--- src/rtl/ysyx_23060072_pc_gen.sv ---
// ysyx_23060072_pc_gen: fetch PC generator with redirects, stall, valid/ready and ebreak halt.
// Optional YSYX_23060072_PC_MISALIGN_CHECK_EN drops misaligned redirects and reports them.
module ysyx_23060072_pc_gen #(
  parameter logic [31:0] RESET_VEC = 32'h8000_0000,
  parameter logic [31:0] PC_INC    = 32'd4
) (
  input  logic        clk,
  input  logic        rst_n,
  input  logic        stall_i,
  input  logic        pc_ready_i,
  input  logic        br_taken_i,
  input  logic [31:0] br_target_i,
  input  logic        trap_i,
  input  logic [31:0] trap_vec_i,
  input  logic        mret_i,
  input  logic [31:0] mepc_i,
  input  logic        ebreak_i,
  output logic [31:0] pc_o,
  output logic        pc_valid_o,
  output logic        flush_o,
  output logic        halted_o,
  output logic        misalign_o,
  output logic [31:0] misalign_addr_o
);
  typedef enum logic [1:0] {BOOT, RUN, HALT} state_t;
  state_t      r_state;
  logic [31:0] r_pc;
  logic        r_valid;
  logic        r_flush;
  logic        r_halted;
  logic        w_redir;
  logic        w_mis;
  logic [31:0] w_target;
  logic [31:0] w_tgt;
  assign w_redir  = trap_i | mret_i | br_taken_i;
  assign w_target = trap_i ? trap_vec_i : mret_i ? mepc_i : br_target_i;
  assign w_tgt    = w_target & ~32'h3;
`ifdef YSYX_23060072_PC_MISALIGN_CHECK_EN
  logic        r_mis;
  logic [31:0] r_mis_addr;
  logic        w_take;
  assign w_mis  = w_target[1:0] != 2'b00;
  assign w_take = (r_state == RUN) && !ebreak_i && w_redir;
  always_ff @(posedge clk or negedge rst_n)
    if (!rst_n) begin
      r_mis      <= 1'b0;
      r_mis_addr <= '0;
    end else begin
      r_mis <= w_take && w_mis;
      if (w_take && w_mis) r_mis_addr <= w_target;
    end
  assign misalign_o      = r_mis;
  assign misalign_addr_o = r_mis_addr;
`else
  assign w_mis           = 1'b0;
  assign misalign_o      = 1'b0;
  assign misalign_addr_o = '0;
`endif
  always_ff @(posedge clk or negedge rst_n)
    if (!rst_n) begin
      r_state  <= BOOT;
      r_pc     <= RESET_VEC;
      r_valid  <= 1'b0;
      r_flush  <= 1'b0;
      r_halted <= 1'b0;
    end else begin
      r_flush <= 1'b0;
      if (r_state == BOOT) begin
        r_state <= RUN;
        r_valid <= 1'b1;
      end else if (r_state == RUN) begin
        if (ebreak_i) begin
          r_state  <= HALT;
          r_valid  <= 1'b0;
          r_halted <= 1'b1;
        end else if (w_redir) begin
          if (!w_mis) begin
            r_pc    <= w_tgt;
            r_flush <= 1'b1;
          end
        end else if (!stall_i && r_valid && pc_ready_i) r_pc <= r_pc + PC_INC;
      end
    end
  assign pc_o       = r_pc;
  assign pc_valid_o = r_valid;
  assign flush_o    = r_flush;
  assign halted_o   = r_halted;
endmodule

--- config.mk ---
export PLATFORM = sky130hd
export DESIGN_NAME = ysyx_23060072_pc_gen
export DESIGN_NICKNAME = d
export VERILOG_FILES = /design/src/rtl/ysyx_23060072_pc_gen.sv
export SDC_FILE = /design/constraint.sdc
export NUM_CORES = 1
export LEC_CHECK = 0
export BUFFER_PORTS_ARGS = -buffer_cell sky130_fd_sc_hd__buf_2
export CAP_MARGIN = 20
export CORE_MARGIN = 1
export CORE_UTILIZATION = 45
export CTS_CLUSTER_DIAMETER = 50
export DETAILED_ROUTE_END_ITERATION = 12
export PLACE_DENSITY = 0.83
export SYNTH_ARGS = -nofsm -noshare
export SYNTH_HDL_FRONTEND = slang
export SYNTH_SLANG_ARGS = --single-unit
--- constraint.sdc ---
create_clock -name clk -period 2.12 [get_ports clk]
set_input_delay 0.212 -clock clk [delete_from_list [all_inputs] [get_ports clk]]
set_output_delay 0.212 -clock clk [all_outputs]
set_load 0.05 [all_outputs]
==> results.cfg <==
[place]
io_buffers = 130
placed_area_sq_mm = 0.00353
globalplace.congestion = 0.873
dp_hpwl_um = 6410
pre_cts_slack_ns = 0.0364

[floorplan]
io-pin-count = 172
fp.dieW_um = 82.4
rows = 28
initial_utilization_pct = 47.7
core_area_sq_mm = 0.00610
dieArea_sq_mm = 0.00679
die_h_um = 82.4

[clock_network]
numCtsBuffers = 5
cts.clk_slew.worst_paths_ns = 0.07
h-tree-depth = 2
cts_tree = built
cts.sinks = 34
root_buffer = clkbuf_8
hold_buffers = 0
clock_path_buffers = 2
insertion_delay_ns = 0.29

[power_and_ir_drop]
power_switching_w = 0.00123
total_power_w = 0.00253
pwr-share-seq_pct = 36.9
power-per-cell-area_mw_per_mm2 = 693
ir_drop_mv = 0.405
p_comb_share_pct = 43.2
switching_share_pct = 48.5
leakage_nw = 1.75
pwr-share-clk_pct = 20.0
p_int_w = 0.00130

[timing]
finalMaxSlewViolations = 0
tightest_slew_ns = 0.777
timing.final.ws_setup_ns = 0.211
finalCritPeriodShare_pct = 90.0
setup_viol = 0
period_minus_slack_ns = 1.91
slew_headroom_pct = 48.2
setup_tns_ns = 0
clock_skew_ns = 0.00687
grt_setup_unrepaired = no
timing_hold_violations_final = 0
max_freq_mhz = 524

[global_route]
grt_pass1_wl_um = 13400
grt_max_degree = 43
antenna_found_initial = 0
grt_remaining_overflow = 0
grt_usage_pct = 25.7
grt_pass1_vias = 2841

[logic_synthesis]
syn_area_sq_mm = 0.00291
synth_common_cells = o21ai_0, nand2_1, buf_4, dfrtp_1
synth_cell_types = 57
syn_area_per_cell_sq_um = 7.62
synthCells = 382
yosysMostFrequentCell = o21ai_0
synth_seq_area_share_pct = 29.3
ys_seq_elements = 34
synth_top_area_share_pct = 28.4
async_flop_share_pct = 100
synth-edff-count = 0
ys_warn_count = 0
yosys-top-cells-area = dfrtp_1, o21ai_0, buf_4
synth_ff_type = dfrtp_1
yosysTopAreaCell = dfrtp_1

[critical_path]
reg2reg_from = pc_o[2]
cp-start-kind = flop
reg2reg_to = pc_o[28]
r2r_cells = 7
cp_max_fo = 6
reg2reg_slack_ns = 0.21
crit_arrival_ns = 2.07
critPathKind = flop to flop
worst-endpoint-required_ns = 2.29
cp-end-kind = flop

[layout]
area_growth_pct = 25.5
drive_gt1_share_pct = 33.5
final_area_sq_mm = 0.00365
diodes = 0
postLayoutCoreUtil_pct = 59.9
fin_nets = 611

[detailed_routing]
drc_errors = 0
dr_total_vias = 3321
routed_wl_um = 8560
ant_nets = 0
wl_per_cell_um = 14.7
dr.pass1.iters = 5
via_per_inst = 5.71
initialDrtViolationCount = 287

[run]
maxCapViolations = 0

[status]
status = finished clean

[worst_hold_path]
hold_path.class = input port to async pin
## kinds of logic after synthesis
kind of cell / synth area share (%)
AOI/OAI and AO/OA: 32.5
adders and majority gates: 0.430
buffers and inverters: 13.5
DFF: 29.3
muxes: 0.688
other: 0.129
and+or+nand+nor: 23.4
## cell type report
class / count / area (sq um)
inverter: 5 / 18.8
clock inverter: 1 / 5.00
tap: 75 / 93.8
sequential: 34 / 856
fill: 592 / 2440
clock buffer: 7 / 86.3
timing repair buffer: 145 / 788
multi-input combinational: 315 / 1800
## stage by stage
stage               hold WS, ns  std cells
detailed placement        0.340        571
floorplan               -0.0836        416
CTS                      0.0303        579
global placement          0.337        571
global route             0.0607        582
finish                  0.00192        582
## power groups by stage
stage | registers, W | logic, W | clock network (W)
after floorplan | 0.00129 | 0.000459 | 0
after CTS | 0.000928 | 0.00109 | 0.000507
after global placement | 0.000932 | 0.00106 | 0
after detailed placement | 0.000939 | 0.00109 | 0
after global routing | 0.000955 | 0.00117 | 0.000531
final | 0.000932 | 0.00109 | 0.000505
## flip-flops by register name (all words and copies together), names as in the netlist
register / count
flush_o: 1
pc_o: 30
r_state: 2
halted_o: 1
## per-layer routing
layer  GRT usage (%)  wire length [um]
met1            33.4              3590
met2            43.1              4290
met3            4.73               576
met4            8.07               110
met5               0                 0
## worst max-delay path: stages, from the launching register on
cell and delay (ns):
dfrtp_2 0.40, ha_1 0.21, nand4_1 0.11, buf_4 0.19, nor4_4 0.32, and3_1 0.31, o21ai_0 0.10, o2bb2ai_1 0.13
## how the worst max path moves through the flow
stage / endpoint / start
2_1_floorplan: pc_o[24] / pc_o[4]
5_1_grt: pc_o[22] / r_state[1]
6_report: pc_o[28] / pc_o[2]
4_1_cts: pc_o[24] / pc_o[2]
3_5_place_dp: pc_o[20] / pc_o[2]
3_3_place_gp: pc_o[24] / pc_o[2]
## repair_timing
item,4_1_cts,5_1_grt
resized for setup,0,1
hold endpoints to repair,0,0
endpoints found under the setup margin,0,7
buffers inserted,0,3
## cells in the final DEF (no fill, tap or decap), drive strengths merged, types with 2 or more instances in the layout
cell | Yosys | layout
buf | 39 | 145
o21ai | 61 | 61
nand2 | 47 | 47
conb | 1 | 35
dfrtp | 33 | 33
nor2 | 24 | 24
a22oi | 24 | 24
a21oi | 21 | 21
a31oi | 16 | 16
and3 | 11 | 11
nor3 | 8 | 8
nand3 | 8 | 8
clkbuf | 23 | 7
a41oi | 6 | 6
nor4 | 6 | 6
inv | 5 | 5
nand4 | 5 | 5
o2bb2ai | 4 | 4
a211oi | 3 | 3
nor4b | 3 | 3
nor2b | 3 | 3
nand2b | 2 | 2
o22ai | 2 | 2
a21o | 2 | 2
mux2i | 2 | 2
o31ai | 2 | 2
and4 | 2 | 2
a221oi | 2 | 2
o211ai | 2 | 2
No activity file was read; power rests on OpenSTA's default activity.
